`config.mk`:
```
export PLATFORM = sky130hd
export DESIGN_NAME = shift_sequencer_flat
export DESIGN_NICKNAME = d
export VERILOG_FILES = /design/src/rtl/shift_sequencer_if.sv /design/src/rtl/shift_sequencer.sv /design/src/flat_wrapper.sv
export SDC_FILE = /design/constraint.sdc
export NUM_CORES = 1
export LEC_CHECK = 0
export ABC_AREA = 1
export BUFFER_PORTS_ARGS = -buffer_cell sky130_fd_sc_hd__buf_2
export CAP_MARGIN = 20
export CORE_MARGIN = 3
export CORE_UTILIZATION = 59
export CTS_BUF_LIST = sky130_fd_sc_hd__clkbuf_4 sky130_fd_sc_hd__clkbuf_8
export DETAILED_ROUTE_END_ITERATION = 16
export GPL_ROUTABILITY_DRIVEN = 0
export PLACE_DENSITY_LB_ADDON = 0.1
export SLEW_MARGIN = 20
export SYNTH_ARGS = -nofsm -noshare
export SYNTH_HDL_FRONTEND = slang
export SYNTH_SLANG_ARGS = --single-unit
export TNS_END_PERCENT = 1
```
`constraint.sdc`:
```
create_clock -name i_clock -period 2.45 [get_ports i_clock]
set_input_delay 0.1225 -clock i_clock [delete_from_list [all_inputs] [get_ports i_clock]]
set_output_delay 0.1225 -clock i_clock [all_outputs]
set_load 0.01 [all_outputs]
```
`src/rtl/shift_sequencer_if.sv`:
```
// Command, shift/rotate-unit and result channels of the shift sequencer.
// slave is the sequencer's view; master is the view of whatever surrounds it.
interface shift_sequencer_if #(
    parameter int unsigned N = 8
);
    logic         i_cmd_valid;
    logic         o_cmd_ready;
    logic         i_cmd_direction;
    logic         i_cmd_rotate;
    logic [N-1:0] i_cmd_iterations;
    logic [N-1:0] i_cmd_value;

    logic         o_shift_start;
    logic         o_shift_direction;
    logic         o_shift_rotate;
    logic [N-1:0] o_shift_iterations;
    logic [N-1:0] o_shift_value;
    logic         i_shift_finished;
    logic [N-1:0] i_shift_value;

    logic         o_res_valid;
    logic         i_res_ready;
    logic [N-1:0] o_res_value;
    logic         o_busy;

    modport slave (
        input  i_cmd_valid, i_cmd_direction, i_cmd_rotate, i_cmd_iterations, i_cmd_value,
        output o_cmd_ready,
        output o_shift_start, o_shift_direction, o_shift_rotate, o_shift_iterations, o_shift_value,
        input  i_shift_finished, i_shift_value,
        output o_res_valid, o_res_value, o_busy,
        input  i_res_ready
    );

    modport master (
        output i_cmd_valid, i_cmd_direction, i_cmd_rotate, i_cmd_iterations, i_cmd_value,
        input  o_cmd_ready,
        input  o_shift_start, o_shift_direction, o_shift_rotate, o_shift_iterations, o_shift_value,
        output i_shift_finished, i_shift_value,
        input  o_res_valid, o_res_value, o_busy,
        output i_res_ready
    );
endinterface

```
`src/rtl/shift_sequencer.sv`:
```
// Command FIFO in front of the shift/rotate unit: issues one command at a time,
// waits for finished, captures the result and hands it on in command order.
module shift_sequencer #(
    parameter int unsigned N     = 8,
    parameter int unsigned DEPTH = 4
) (
    input logic              i_clock,
    input logic              i_reset,
    shift_sequencer_if.slave bus
);
    localparam int unsigned AW = $clog2(DEPTH);

    typedef enum logic [1:0] {S_IDLE, S_ISSUE, S_WAIT, S_DONE} state_t;

    typedef struct packed {
        logic         direction;
        logic         rotate;
        logic [N-1:0] iterations;
        logic [N-1:0] value;
    } cmd_t;

    state_t      state_q, state_d;
    cmd_t        fifo_q [DEPTH];
    logic [AW:0] wr_ptr_q, wr_ptr_d;
    logic [AW:0] rd_ptr_q, rd_ptr_d;
    cmd_t        issue_q, issue_d;
    logic [N-1:0] res_q, res_d;

    cmd_t cmd_in;
    logic full, empty, push, pop, load;

    assign cmd_in = '{direction:  bus.i_cmd_direction,
                      rotate:     bus.i_cmd_rotate,
                      iterations: bus.i_cmd_iterations,
                      value:      bus.i_cmd_value};

    // Extra pointer MSB separates full (MSBs differ) from empty (pointers equal).
    assign empty = (wr_ptr_q == rd_ptr_q);
    assign full  = (wr_ptr_q[AW] != rd_ptr_q[AW]) && (wr_ptr_q[AW-1:0] == rd_ptr_q[AW-1:0]);
    assign push  = bus.i_cmd_valid && !full;
    // The head stays queued until its result is captured, so pop == capture.
    assign pop   = ((state_q == S_ISSUE) || (state_q == S_WAIT)) && bus.i_shift_finished;
    assign load  = (state_q == S_IDLE) && !empty;

    always_ff @(posedge i_clock) begin
        if (i_reset) begin
            state_q <= S_IDLE;
        end else begin
            state_q <= state_d;
        end
    end

    always_comb begin
        state_d = state_q;
        case (state_q)
            S_IDLE:  if (!empty) state_d = S_ISSUE;
            S_ISSUE: state_d = bus.i_shift_finished ? S_DONE : S_WAIT;
            S_WAIT:  if (bus.i_shift_finished) state_d = S_DONE;
            S_DONE:  if (bus.i_res_ready) state_d = S_IDLE;
            default: state_d = S_IDLE;
        endcase
    end

    always_comb begin
        bus.o_cmd_ready        = !full;
        bus.o_shift_start      = (state_q == S_ISSUE);
        bus.o_res_valid        = (state_q == S_DONE);
        bus.o_busy             = (state_q != S_IDLE) || !empty;
        bus.o_shift_direction  = issue_q.direction;
        bus.o_shift_rotate     = issue_q.rotate;
        bus.o_shift_iterations = issue_q.iterations;
        bus.o_shift_value      = issue_q.value;
        bus.o_res_value        = res_q;
    end

    always_comb begin
        wr_ptr_d = push ? wr_ptr_q + (AW+1)'(1) : wr_ptr_q;
        rd_ptr_d = pop  ? rd_ptr_q + (AW+1)'(1) : rd_ptr_q;
        issue_d  = load ? fifo_q[rd_ptr_q[AW-1:0]] : issue_q;
        res_d    = pop  ? bus.i_shift_value : res_q;
    end

    always_ff @(posedge i_clock) begin
        if (i_reset) begin
            wr_ptr_q <= '0;
            rd_ptr_q <= '0;
            issue_q  <= '0;
            res_q    <= '0;
        end else begin
            wr_ptr_q <= wr_ptr_d;
            rd_ptr_q <= rd_ptr_d;
            issue_q  <= issue_d;
            res_q    <= res_d;
        end
    end

    always_ff @(posedge i_clock) begin
        if (push) begin
            fifo_q[wr_ptr_q[AW-1:0]] <= cmd_in;
        end
    end
endmodule
```
`src/flat_wrapper.sv`:
```
// flat-port wrapper written by rule: the top's interface ports become plain ports
module shift_sequencer_flat 
#(
    parameter int unsigned N     = 8,
    parameter int unsigned DEPTH = 4
)
  (i_clock, i_reset, bus_i_cmd_valid, bus_i_cmd_direction, bus_i_cmd_rotate, bus_i_cmd_iterations, bus_i_cmd_value, bus_o_cmd_ready, bus_o_shift_start, bus_o_shift_direction, bus_o_shift_rotate, bus_o_shift_iterations, bus_o_shift_value, bus_i_shift_finished, bus_i_shift_value, bus_o_res_valid, bus_o_res_value, bus_o_busy, bus_i_res_ready);
  shift_sequencer_if #(.N(N)) bus_i ();
  input logic i_clock;
  input logic i_reset;
  input wire logic [$bits(bus_i.i_cmd_valid)-1:0] bus_i_cmd_valid;
  input wire logic [$bits(bus_i.i_cmd_direction)-1:0] bus_i_cmd_direction;
  input wire logic [$bits(bus_i.i_cmd_rotate)-1:0] bus_i_cmd_rotate;
  input wire logic [$bits(bus_i.i_cmd_iterations)-1:0] bus_i_cmd_iterations;
  input wire logic [$bits(bus_i.i_cmd_value)-1:0] bus_i_cmd_value;
  output wire logic [$bits(bus_i.o_cmd_ready)-1:0] bus_o_cmd_ready;
  output wire logic [$bits(bus_i.o_shift_start)-1:0] bus_o_shift_start;
  output wire logic [$bits(bus_i.o_shift_direction)-1:0] bus_o_shift_direction;
  output wire logic [$bits(bus_i.o_shift_rotate)-1:0] bus_o_shift_rotate;
  output wire logic [$bits(bus_i.o_shift_iterations)-1:0] bus_o_shift_iterations;
  output wire logic [$bits(bus_i.o_shift_value)-1:0] bus_o_shift_value;
  input wire logic [$bits(bus_i.i_shift_finished)-1:0] bus_i_shift_finished;
  input wire logic [$bits(bus_i.i_shift_value)-1:0] bus_i_shift_value;
  output wire logic [$bits(bus_i.o_res_valid)-1:0] bus_o_res_valid;
  output wire logic [$bits(bus_i.o_res_value)-1:0] bus_o_res_value;
  output wire logic [$bits(bus_i.o_busy)-1:0] bus_o_busy;
  input wire logic [$bits(bus_i.i_res_ready)-1:0] bus_i_res_ready;
  assign bus_i.i_cmd_valid = bus_i_cmd_valid;
  assign bus_i.i_cmd_direction = bus_i_cmd_direction;
  assign bus_i.i_cmd_rotate = bus_i_cmd_rotate;
  assign bus_i.i_cmd_iterations = bus_i_cmd_iterations;
  assign bus_i.i_cmd_value = bus_i_cmd_value;
  assign bus_o_cmd_ready = bus_i.o_cmd_ready;
  assign bus_o_shift_start = bus_i.o_shift_start;
  assign bus_o_shift_direction = bus_i.o_shift_direction;
  assign bus_o_shift_rotate = bus_i.o_shift_rotate;
  assign bus_o_shift_iterations = bus_i.o_shift_iterations;
  assign bus_o_shift_value = bus_i.o_shift_value;
  assign bus_i.i_shift_finished = bus_i_shift_finished;
  assign bus_i.i_shift_value = bus_i_shift_value;
  assign bus_o_res_valid = bus_i.o_res_valid;
  assign bus_o_res_value = bus_i.o_res_value;
  assign bus_o_busy = bus_i.o_busy;
  assign bus_i.i_res_ready = bus_i_res_ready;
  shift_sequencer #(.N(N), .DEPTH(DEPTH)) u_core (.i_clock(i_clock), .i_reset(i_reset), .bus(bus_i));
endmodule
```
## Yosys cells after proc, flatten, opt, wreduce, memory -nomap -nowiden

Memory sizes are Yosys's and may differ from the RTL's. A register that Yosys moved wholly into a read port is not among the register bits.
Cells that the tools add are included.
W data, S select, Z words.

- Add/subtract/negate cells: 2
- Equal/unequal tests: 9
- Mux-type cells: 7
- Reductions and logical operators: 11

Operators by type and width:

| operator | number |
|---|---|
| $pmux W2 S4 | 1 |
| $add A3 B1 Y3 const B | 2 |
| $mux W2 | 3 |
| $eq A2 B2 Y1 const B | 2 |
| $logic_and A1 B1 Y1 | 4 |
| $ne A2 B2 Y1 const B | 2 |
| $eq A3 B3 Y1 | 1 |
| $mux W1 | 3 |
| $reduce_and A3 Y1 | 1 |
| $eq A2 B1 Y1 const B | 1 |
| $eq A2 B2 Y1 | 1 |
| $logic_not A1 Y1 | 2 |
| $logic_not A2 Y1 | 1 |
| $logic_or A1 B1 Y1 | 2 |
| $ne A2 B1 Y1 const B | 1 |
| $reduce_bool A2 Y1 | 1 |
| $ne A1 B1 Y1 | 1 |

- Register bits: 16
- RAM bits: 72
- Bits of input ports: 31
- Output and inout bits: 30
- Logic and storage cells: 34
- Memories: 1

Memory list:

| name | words | width | read ports | clocked after Yosys merged registers in | wr ports | RTL line | source |
|---|---|---|---|---|---|---|---|
| u_core.fifo_q | 4 | 18 | 1 | 1 | 1 | shift_sequencer.sv:23 | `cmd_t fifo_q [DEPTH];` |

## Logic depth before layout (Yosys ltp)

Gate-level depths: netlist (run 1).

- Depth in word-level cells: 6
- Gate-level depth with buffers: 9
- Gate-level depth less buffers: 8

## Worst setup path before layout (run 1)

Ideal clock, no wire load.

- Path kind: register to register
- From: register u_core.rd_ptr_q[0]
- To: memory u_core.fifo_q[0][0] (netlist bit), enable pin
- Library setup time: 0.393 ns
- Arrival time: 1.697 ns
- Required time: 2.057 ns
- Setup slack: 0.360 ns
- Stages on the path, launching flop included: 7
- Path buffers: 1
- Period minus slack after synthesis: 2.090 ns
- Path through: dfxtp_1 -> buf_4 -> nand2_1 -> nand2_2 -> nand3_1 -> nand2_2 -> nor2_1

- Cells in the longest elaborated chain, start to end: 6

Ends and longest elaborated chain:

| what | RTL line | source |
|---|---|---|
| start, declared | shift_sequencer.sv:25 | `logic [AW:0] rd_ptr_q, rd_ptr_d;` |
| start signal, assigned | shift_sequencer.sv:91 | `rd_ptr_q <= rd_ptr_d;` |
| $eq A2 B2 Y1 | shift_sequencer.sv:39 | `assign full = (wr_ptr_q[AW] != rd_ptr_q[AW]) && (wr_ptr_q[AW-1:0] == rd_ptr_q[AW-1:0]);` |
| $logic_and A1 B1 Y1 | shift_sequencer.sv:39 |  |
| $logic_not A1 Y1 | n/a |  |
| named net bus_o_cmd_ready | flat_wrapper.sv:16 | `output wire logic [$bits(bus_i.o_cmd_ready)-1:0] bus_o_cmd_ready;` |
| $logic_and A1 B1 Y1 | shift_sequencer.sv:40 | `assign push = bus.i_cmd_valid && !full;` |
| $mux W1 | shift_sequencer.sv:98 | `if (push) begin` |
| $mux W1 (not written as such) | shift_sequencer.sv:99 | `fifo_q[wr_ptr_q[AW-1:0]] <= cmd_in;` |
| end, declared | shift_sequencer.sv:23 |  |

The timed path passes the listed nets, and every way through them passes these cells.

## Worst setup path in the final report (run 1)

- From: register u_core.state_q[0]
- To: register u_core.rd_ptr_q[2]

- Cells in the longest elaborated chain, start to end: 3
- Elaborated cells on any way between the ends: 4
- Those cells by class: eq/ne (2); reduce/logical (2)

Ends and longest elaborated chain:

| what | RTL line | source |
|---|---|---|
| start, declared | shift_sequencer.sv:22 | `state_t state_q, state_d;` |
| start signal, assigned | shift_sequencer.sv:49 | `state_q <= state_d;` |
| $eq A2 B1 Y1 or $eq A2 B2 Y1 (tied branches) | shift_sequencer.sv:42 | `assign pop = ((state_q == S_ISSUE) \|\| (state_q == S_WAIT)) && bus.i_shift_finished;` |
| $logic_or A1 B1 Y1 * | shift_sequencer.sv:42 |  |
| $logic_and A1 B1 Y1 * | shift_sequencer.sv:42 |  |

Mark *: on every way between the ends. The rest lies on a longest branch, timed or not.
A chain may end at the register's enable or synchronous reset.

==> impl_metrics.json, run 1 <==
{
  "max_stage_delay_ps": 410,
  "die-area_um2": 8350,
  "io_pins": 61,
  "hold_viol": 0,
  "critPathKind": "flop to flop",
  "combPwrFrac_pct": 34.7,
  "synth_edf_count": 72,
  "end_kind": "flop",
  "fin_cells": 605,
  "grt_pass1_wl_um": 13300,
  "die_x_um": 91.4,
  "nNetsFinal": 544,
  "port_buffers": 60,
  "p_per_area_nw_per_um2": 993,
  "via_count": 2989,
  "clockRootBuffer": "clkbuf_8",
  "track_usage_pct": 20.4,
  "via_per_inst": 4.94,
  "setup_tns_ps": 0,
  "grt_max_degree": 39,
  "power.leakage_nw": 2.10,
  "htreeDepth": 3,
  "setup_viol": 0,
  "num_rows": 30,
  "internal-power_mw": 3.21,
  "totalWireLength_um": 8290,
  "n_antenna_cell": 0,
  "drive_gt1_share_pct": 18.3,
  "worstMarginPinSlew_ps": 613,
  "fillers": 514,
  "post_cts_buffers": 0,
  "cts_tree": "yes",
  "synth_top_area_cell": "edfxtp_1",
  "critical_path_peak_fanout": 12,
  "placedCellCount": 569,
  "postRouteAntennaNets": 0,
  "synth.area.top_cells": "edfxtp_1, dfxtp_1, nor2_1",
  "synth_seq_cells": 106,
  "relSlewSlack_pct": 59.1,
  "seq_area_um2": 2840,
  "switchingPower_mw": 1.82,
  "area_growth_syn_to_layout_pct": 17.8,
  "avgSynthCellArea_um2": 10.2,
  "grt_pass1_vias": 2826,
  "syn-cell-area_um2": 4300,
  "rsz0062_at_grt": "false",
  "setup_ws_ps": 595,
  "yosysMostFrequentCell": "nor2_1",
  "ys_async_sr_fraction_pct": 0,
  "dpl_worst_slack_ps": 620,
  "path_clk_slew_ps": 100,
  "maxCapViolCount": 0,
  "antenna_found_initial": 0,
  "syn_nets": 463,
  "start_kind": "flop",
  "hold_class": "input pin to flop",
  "drt-wirelength-per-cell_um": 13.7,
  "cts_buffer_depth": 2,
  "yosysUniqueCellTypes": 23,
  "yosys_warnings": 0,
  "coreArea_um2": 6940,
  "synth_common_cells": "nor2_1, edfxtp_1, o21ai_0, nand2_1, inv_1",
  "timing_max_transition_violations_final": 0,
  "cts_buffers": 9,
  "power.share.clock_pct": 18.9,
  "drt_iter0_markers": 164,
  "synth_cells": 423,
  "ir_drop_uv": 497,
  "die_h_um": 91.4,
  "clock.fmax_mhz": 539,
  "multi_input_area_um2": 1210,
  "clk_latency_ps": 350,
  "critical_path_required_ps": 2740,
  "period_needed_ps": 1860,
  "start_util_pct": 61.9,
  "crit_arrival_ps": 2150,
  "power_frac_seq_pct": 46.4,
  "cts.repair.resized": 0,
  "crit_chain": "inv_1 > ha_1 > nand2_1 > clkinv_1 > nand2_1 > o21ai_0 > a21oi_1",
  "slowest_stage": "dfxtp_1",
  "synth_top_area_share_pct": 50.3,
  "switching_share_pct": 36.3,
  "synth_seq_area_share_pct": 66.1,
  "finClkSkew_ps": 7.80,
  "status": "finished clean",
  "hpwl_um": 5180,
  "cts_num_sinks": 106,
  "gr-total-overflow": 0,
  "synth_ff_type": "edfxtp_1",
  "drc_errors": 0,
  "cpMostUsedCell": "nand2_1",
  "fin_crit_sh_pct": 75.7,
  "drtPass1Iterations": 5
}
==> routing by layer <==
| layer | GRT usage, % | wire length (um) | vias up |
|---|---|---|---|
| li1 | - | - | 1544 |
| met1 | 27.1 | 3820 | 1371 |
| met2 | 34.1 | 4070 | 64 |
| met3 | 3.48 | 313 | 10 |
| met4 | 7.16 | 96 | 0 |
| met5 | 0 | 0 | - |
==> state kept, by name (all words and copies together) (netlist names) <==
signal and cells:
u_core.fifo_q 72, u_core.bus.o_res_value 8, u_core.bus.o_shift_iterations 8, u_core.bus.o_shift_value 8
u_core.rd_ptr_q 3, u_core.wr_ptr_q 3, u_core.state_q 2, u_core.bus.o_shift_direction 1
u_core.bus.o_shift_rotate 1
==> cells by family after synthesis <==
logic type                 Yosys count  synth area share [%]
AOI/OAI and AO/OA                   74                  8.64
xor gates and xnor gates             2                 0.582
adders and majority gates            9                  2.62
buffers and inverters               55                  5.94
DFF                                106                  66.1
and+or+nand+nor                    177                  16.1
==> final cells by class <==
cell class	instances	area share, %
Sequential cell	106	56.1
Multi-Input combinational cell	262	23.9
Timing Repair Buffer	89	11.5
Inverter	36	2.67
Clock buffer	9	2.45
Tap cell	96	2.37
Clock inverter	7	1.04
==> power by group through the flow <==
stage	combinational, mW	clock, mW	sequential [mW]
3_5_place_dp	1.73	0	2.37
3_3_place_gp	1.69	0	2.37
2_1_floorplan	1.17	0	2.47
5_1_grt	2.01	1.05	2.36
6_report	1.75	0.951	2.33
4_1_cts	1.76	0.976	2.33
==> metrics by stage <==
stage	cell area [um^2]	utilization (%)	total power, mW	hold WS (ps)
after floorplan	4300	-	3.64	192
after global placement	4690	67.5	4.05	299
after detailed placement	4690	67.5	4.10	310
after CTS	5070	73.0	5.07	0.917
after global routing	5070	73.0	5.42	0.908
final	5070	73.0	5.03	11.9
==> cell usage in the layout (no fill, tap or decap), drive strengths merged <==
cell type and count:
a21oi 6, buf 69, clkbuf 9, clkinv 4
clkinvlp 2, dfxtp 34, dlygate4sd3 20, edfxtp 72
ha 9, inv 37, nand2 52, nand3 6
nand4 1, nor2 118, o21ai 67, o22ai 1
xnor2 1, xor2 1
==> timing repair <==
action,4_1_cts,5_1_grt
hold buffers,20,0
endpoints found under the hold margin,70,0
endpoints found under the setup margin,0,0
==> final timing paths <==
path              cells after the start  slack, ps                       from                   endpoint
hold / removal                        1         10         bus_i_cmd_value[6]        u_core.fifo_q[0][6]
hold reg to reg                       2        490  u_core.bus.o_res_value[6]  u_core.bus.o_res_value[6]
setup reg to reg                      7        590          u_core.state_q[0]         u_core.rd_ptr_q[2]
setup / recovery                      7        590          u_core.state_q[0]         u_core.rd_ptr_q[2]
==> critical path, delay by kind of cell, from the launching register on <==
| family | cells | cell delay, ps |
|---|---|---|
| DFF | 1 | 410 |
| adders and majority gates | 1 | 320 |
| and+or+nand+nor | 2 | 440 |
| AOI/OAI and AO/OA | 2 | 190 |
| buffers and inverters | 2 | 440 |
No activity file was read; power rests on OpenSTA's default activity.
==> run 2, diff against run 1 <==
Clock period 2.45 ns to 1.8 ns, I/O delays scaled along.
==> run 2 against run 1 <==
Design area rose by 2.1%. Power rose by 37%. Critical endpoint is now u_core.fifo_q[3][6]. Largest cell class unchanged. Register-to-register slack got worse by 400 ps. Largest power group unchanged. Setup slack got worse by 400 ps. Highest routed layer unchanged.
==> impl_metrics.json, run 2 (same netlist as run 1, synthesis figures left out) <==
{
  "gr-total-overflow": 0,
  "cts_buffers": 9,
  "hold_class": "input pin to flop",
  "dpl_worst_slack_ps": 200,
  "period_needed_ps": 1610,
  "postRouteAntennaNets": 0,
  "final_common_cell": "nor2_1",
  "slowest_stage": "dfxtp_1",
  "maxCapViolCount": 0,
  "layout_common_cells": "nor2_1, edfxtp_1, o21ai_0, buf_2, nand2_1",
  "end_kind": "flop",
  "r2r.worst_path.cells": 7,
  "final_cell_area_um2": 5170,
  "path_clk_slew_ps": 100,
  "clockRootBuffer": "clkbuf_8",
  "worstMarginPinSlew_ps": 388,
  "post_cts_buffers": 0,
  "power_mw": 6.90,
  "antenna_found_initial": 0,
  "ir_drop_uv": 804,
  "nNetsFinal": 552,
  "placed_cell_area_um2": 4740,
  "worstHoldStart": "bus_i_shift_value[6]",
  "drt_iter0_markers": 144,
  "via_count": 3028,
  "io_pins": 61,
  "multi_input_area_um2": 1210,
  "area_growth_syn_to_layout_pct": 20.3,
  "timing_max_transition_violations_final": 0,
  "die_x_um": 91.4,
  "met1_usage_pct": 26.1,
  "setup_viol": 0,
  "htreeDepth": 3,
  "clk_latency_ps": 350,
  "finClkSkew_ps": 9.28,
  "holdPathStages": 3,
  "rrSetupSlack_ps": 190,
  "n_antenna_cell": 0,
  "final_util_pct": 74.5,
  "relSlewSlack_pct": 74.1,
  "drc_errors": 0,
  "switching_share_pct": 36.1,
  "use_met2_pct": 35.1,
  "fillers": 488,
  "die_h_um": 91.4,
  "start_util_pct": 61.9,
  "num_rows": 30,
  "rr_endpoint": "u_core.fifo_q[3][6]",
  "internal-power_mw": 4.41,
  "cts_num_sinks": 106,
  "drt-wirelength-per-cell_um": 13.2,
  "combPwrFrac_pct": 34.5,
  "drive_gt1_share_pct": 18.8,
  "p_per_area_nw_per_um2": 1330,
  "power.leakage_nw": 2.16,
  "cpMostUsedCell": "nand2_2",
  "max_stage_delay_ps": 410,
  "power.share.clock_pct": 19.4,
  "start_kind": "flop",
  "hold-worst-slack_ps": 5.96,
  "path_delay_family": "simple AND/OR/NAND/NOR gates",
  "grt_pass1_vias": 2949,
  "top_usage_layer": "met2",
  "totalWireLength_um": 8100,
  "coreArea_um2": 6940,
  "track_usage_pct": 20.4,
  "grt_pass1_wl_um": 13500,
  "via_per_inst": 4.94,
  "cts_buffer_depth": 2,
  "status": "finished clean",
  "switchingPower_mw": 2.49,
  "cts_tree": "yes",
  "path_depth": 7,
  "r2r_start": "u_core.wr_ptr_q[0]",
  "crit_chain": "inv_1 > nand2_1 > nand2_2 > nand3_1 > nand2_2 > nor2_2 > buf_4",
  "clock.fmax_mhz": 621,
  "setup_ws_ps": 191,
  "power_frac_seq_pct": 46.1,
  "largest_reg_flops": 72,
  "grt_max_degree": 39,
  "hpwl_um": 5020,
  "crit_arrival_ps": 1660,
  "critPathKind": "flop to flop",
  "hold-path-endpoint": "u_core.bus.o_res_value[6]",
  "die-area_um2": 8350,
  "port_buffers": 60,
  "seq_area_um2": 2840,
  "drtPass1Iterations": 4,
  "hold_viol": 0,
  "cts.repair.resized": 0,
  "critPathBufInv": 2,
  "grt_use_met3_pct": 2.82,
  "rsz0062_at_grt": "false",
  "critical_path_peak_fanout": 10,
  "critical_path_required_ps": 1860,
  "fin_crit_sh_pct": 89.4
}
[run 2: cell types whose count changed in the layout (fill, tap and decap cells not counted)]
cell           previous run  this run
inv_6                     1         2
clkinvlp_4                2         0
buf_12                    1         3
buf_4                     8         9
dlygate4sd3_1            20        25
clkinv_1                  2         1
clkinv_4                  1         3
[run 2: metal layers]
layer | vias up | wire length, um | share of wire, %
met5 | - | 0 | 0
met4 | 0 | 99 | 1.2
met3 | 8 | 345 | 4.3
met2 | 91 | 4060 | 50
met1 | 1371 | 3590 | 44
li1 | 1558 | - | -
[run 2: final cells by class]
type / instances / share of cell area [%]
flip-flops and latches: 106 / 55.0
multi-input cells: 262 / 23.4
repair buffers: 97 / 13.1
inverters: 36 / 2.61
clock buffers: 9 / 2.40
well taps: 96 / 2.32
clock inverters: 7 / 1.16
[run 2: worst max-delay path by stage]
stage / startpoint / endpoint
2_1_floorplan: u_core.rd_ptr_q[0] / u_core.fifo_q[0][0]
3_3_place_gp: u_core.wr_ptr_q[0] / u_core.fifo_q[1][8]
3_5_place_dp: u_core.wr_ptr_q[0] / u_core.fifo_q[3][17]
4_1_cts: u_core.wr_ptr_q[0] / u_core.fifo_q[3][6]
5_1_grt: u_core.wr_ptr_q[0] / u_core.fifo_q[3][6]
6_report: u_core.wr_ptr_q[0] / u_core.fifo_q[3][6]
[run 2: tightest hold or removal path, stage by stage]
cell     delay [ps]
buf_2            70
o21ai_0          70
nor2_1           90
[run 2: repair_timing]
action	in CTS	in global routing
hold buffers	25	0
setup endpoints to repair	0	0
hold endpoints to repair	79	0
[run 2: power by group through the flow]
stage          Sequential (mW)  Combinational, mW  Clock [mW]
2_1_floorplan             3.37               1.59           0
5_1_grt                   3.22               2.76        1.47
3_5_place_dp              3.23               2.34           0
6_report                  3.18               2.38        1.34
3_3_place_gp              3.22               2.30           0
4_1_cts                   3.18               2.40        1.37
[run 2: per-stage QoR]
step / cells / setup TNS (ps)
2_1_floorplan: 423 / -20860
3_3_place_gp: 572 / 0
3_5_place_dp: 572 / 0
4_1_cts: 613 / 0
5_1_grt: 613 / 0
6_report: 613 / 0
==> run 3, diff against run 2 <==
Settings changed: ABC_AREA 1 to default, CORE_UTILIZATION 59 to 58.
==> run 3 against run 2 <==
Design area shrank 2.0%. Clock power grew 9.7%. Cell count is 27% lower. Via count fell by 23%. Clock skew increased by 3.6 ps. Die area decreased by 3.7%. Global-route usage rose by 0.69 points. Routed wire length shrank 4.8%. First-iteration DRC count is 32% lower. Combinational power is 18% lower. Sequential cell count stayed put. Sequential power decreased by 4%.
==> impl_metrics.json, run 3 <==
{
  "status": "finished clean",
  "fin_cells": 450,
  "syn-cell-area_um2": 4060,
  "power_frac_seq_pct": 47.2,
  "layout_common_cells": "edfxtp_1, buf_2, dfxtp_1, dlygate4sd3_1, nor2_1",
  "critical_path_required_ps": 1800,
  "synth_xor_area_share_pct": 1.73,
  "die_x_um": 89.7,
  "power.leakage_nw": 2.00,
  "setup_viol": 0,
  "synthMuxAreaShare_pct": 14.9,
  "synth_common_cells": "edfxtp_1, dfxtp_1, nor2_1, nand2_1, mux2i_1",
  "critical_path_peak_fanout": 18,
  "critPathKind": "flop to flop",
  "synth_top_area_share_pct": 53.3,
  "clk_latency_ps": 360,
  "cts_tree": "yes",
  "r2r_start": "u_core.rd_ptr_q[0]",
  "crit_arrival_ps": 1610,
  "drtPass1Iterations": 4,
  "coreArea_um2": 6570,
  "synth_fa_ha_area_share_pct": 2.77,
  "synth_seq_area_share_pct": 70.0,
  "num_rows": 29,
  "end_kind": "flop",
  "worstMarginPinSlew_ps": 542,
  "drt-wirelength-per-cell_um": 17.1,
  "die_h_um": 89.7,
  "avgSynthCellArea_um2": 16.4,
  "synth_compound_area_share_pct": 2.62,
  "r2r.worst_path.cells": 3,
  "largest_reg_flops": 72,
  "ys_async_sr_fraction_pct": 0,
  "gr-total-overflow": 0,
  "cts_buffers": 9,
  "switchingPower_mw": 1.89,
  "totalWireLength_um": 7710,
  "rr_endpoint": "u_core.fifo_q[0][16]",
  "crit_path_end": "u_core.fifo_q[0][16]",
  "synth_top_area_cell": "edfxtp_1",
  "cts_num_sinks": 106,
  "n_antenna_cell": 0,
  "io_pins": 61,
  "period_needed_ps": 1610,
  "synth.area.top_cells": "edfxtp_1, dfxtp_1, mux4_2",
  "synth_cells": 248,
  "area_growth_syn_to_layout_pct": 24.8,
  "placedCellCount": 408,
  "post_cts_buffers": 0,
  "syn_nets": 288,
  "drc_errors": 0,
  "grt_pass1_wl_um": 12100,
  "drt_iter0_markers": 98,
  "hold_class": "input pin to flop",
  "antenna_found_initial": 0,
  "track_usage_pct": 21.1,
  "nNetsFinal": 392,
  "fin_crit_sh_pct": 89.4,
  "synth_top_family_by_area": "multiplexers",
  "synth_ff_type": "edfxtp_1",
  "cts_buffer_depth": 2,
  "rrSetupSlack_ps": 190,
  "synth_edf_count": 72,
  "yosysUniqueCellTypes": 27,
  "via_per_inst": 5.18,
  "yosys_warnings": 0,
  "htreeDepth": 3,
  "combPwrFrac_pct": 30.1,
  "finClkSkew_ps": 12.8,
  "final_common_cell": "edfxtp_1",
  "ir_drop_uv": 920,
  "cts.repair.resized": 0,
  "port_buffers": 60,
  "rsz0062_at_grt": "false",
  "clock.fmax_mhz": 621,
  "drive_gt1_share_pct": 32.2,
  "die-area_um2": 8040,
  "timing_max_transition_violations_final": 0,
  "synth_seq_cells": 106,
  "via_count": 2332,
  "grt_pass1_vias": 2439,
  "maxCapViolCount": 0,
  "yosys.area_share.simple_pct": 5.36,
  "start_kind": "flop",
  "setup_tns_ps": 0,
  "p_per_area_nw_per_um2": 1280,
  "relSlewSlack_pct": 63.9,
  "hpwl_um": 4770,
  "internal-power_mw": 4.57,
  "clockRootBuffer": "clkbuf_8",
  "start_util_pct": 61.8,
  "grt_max_degree": 29,
  "hold_viol": 0,
  "switching_share_pct": 29.3,
  "cp-startpoint": "u_core.rd_ptr_q[0]",
  "yosysMostFrequentCell": "edfxtp_1",
  "path_clk_slew_ps": 100,
  "postRouteAntennaNets": 0,
  "power.share.clock_pct": 22.7
}
## run 3: logic make-up after synthesis
| logic type | after synthesis |
|---|---|
| flip-flops | 106 |
| AND/OR/NAND/NOR | 53 |
| multiplexers | 38 |
| buffers and inverters | 18 |
| AO/OA/AOI/OAI | 16 |
| adder cells (fa/ha/maj) | 9 |
| XOR/XNOR | 8 |
## run 3: metal layers
| metal | track usage, % | up-vias | wire length [um] |
|---|---|---|---|
| li1 | - | 1124 | - |
| met1 | 24.8 | 1131 | 3150 |
| met2 | 37.3 | 65 | 4040 |
| met3 | 5.38 | 12 | 357 |
| met4 | 7.58 | 0 | 159 |
| met5 | 0 | - | 0 |
## run 3: worst min-delay path by stage
stage               slack (ps)                          endpoint  depth (start not counted)                from
floorplan                  190               u_core.fifo_q[0][0]                          0  bus_i_cmd_value[0]
global placement           300               u_core.fifo_q[2][0]                          1  bus_i_cmd_value[0]
detailed placement         310               u_core.fifo_q[2][3]                          1  bus_i_cmd_value[3]
CTS                        190  u_core.bus.o_shift_iterations[0]                          2             i_reset
global route               200       u_core.bus.o_shift_value[5]                          2             i_reset
finish                     200      u_core.bus.o_shift_direction                          2             i_reset
## run 3: through the flow
step	hold slack [ps]	utilization, %	instance area, um^2	power [mW]	setup slack [ps]
after floorplan	189	-	4060	4.43	-32.5
after global placement	304	70.1	4610	4.98	216
after detailed placement	307	70.1	4610	5.03	163
after CTS	195	77.2	5070	6.52	151
after global routing	202	77.2	5070	6.82	71.4
final	197	77.2	5070	6.47	190
## run 3: area by class of cell
class / instances / area, um^2
Timing Repair Buffer: 104 / 758
Tap cell: 93 / 116
Inverter: 7 / 26.3
Fill cell: 403 / 1500
Multi-Input combinational cell: 124 / 1120
Clock buffer: 11 / 139
Clock inverter: 5 / 63.8
Sequential cell: 106 / 2840
## run 3: power by group through the flow
stage                     sequential [mW]  clock [mW]  combinational, mW
final                                3.05        1.47               1.95
after global routing                 3.09        1.60               2.13
after CTS                            3.05        1.49               1.97
after detailed placement             3.11           0               1.92
after global placement               3.09           0               1.89
after floorplan                      3.17           0               1.26
## run 3: critical path, stage by stage, from the launching register on
cell and delay, ps:
dfxtp_1 390, xor2_1 200, o31a_1 180, and2_2 480
## run 3: repair_timing
| item | CTS | global route |
|---|---|---|
| setup endpoints to repair | 0 | 0 |
| hold buffers | 26 | 0 |
| endpoints found under the hold margin | 80 | 0 |
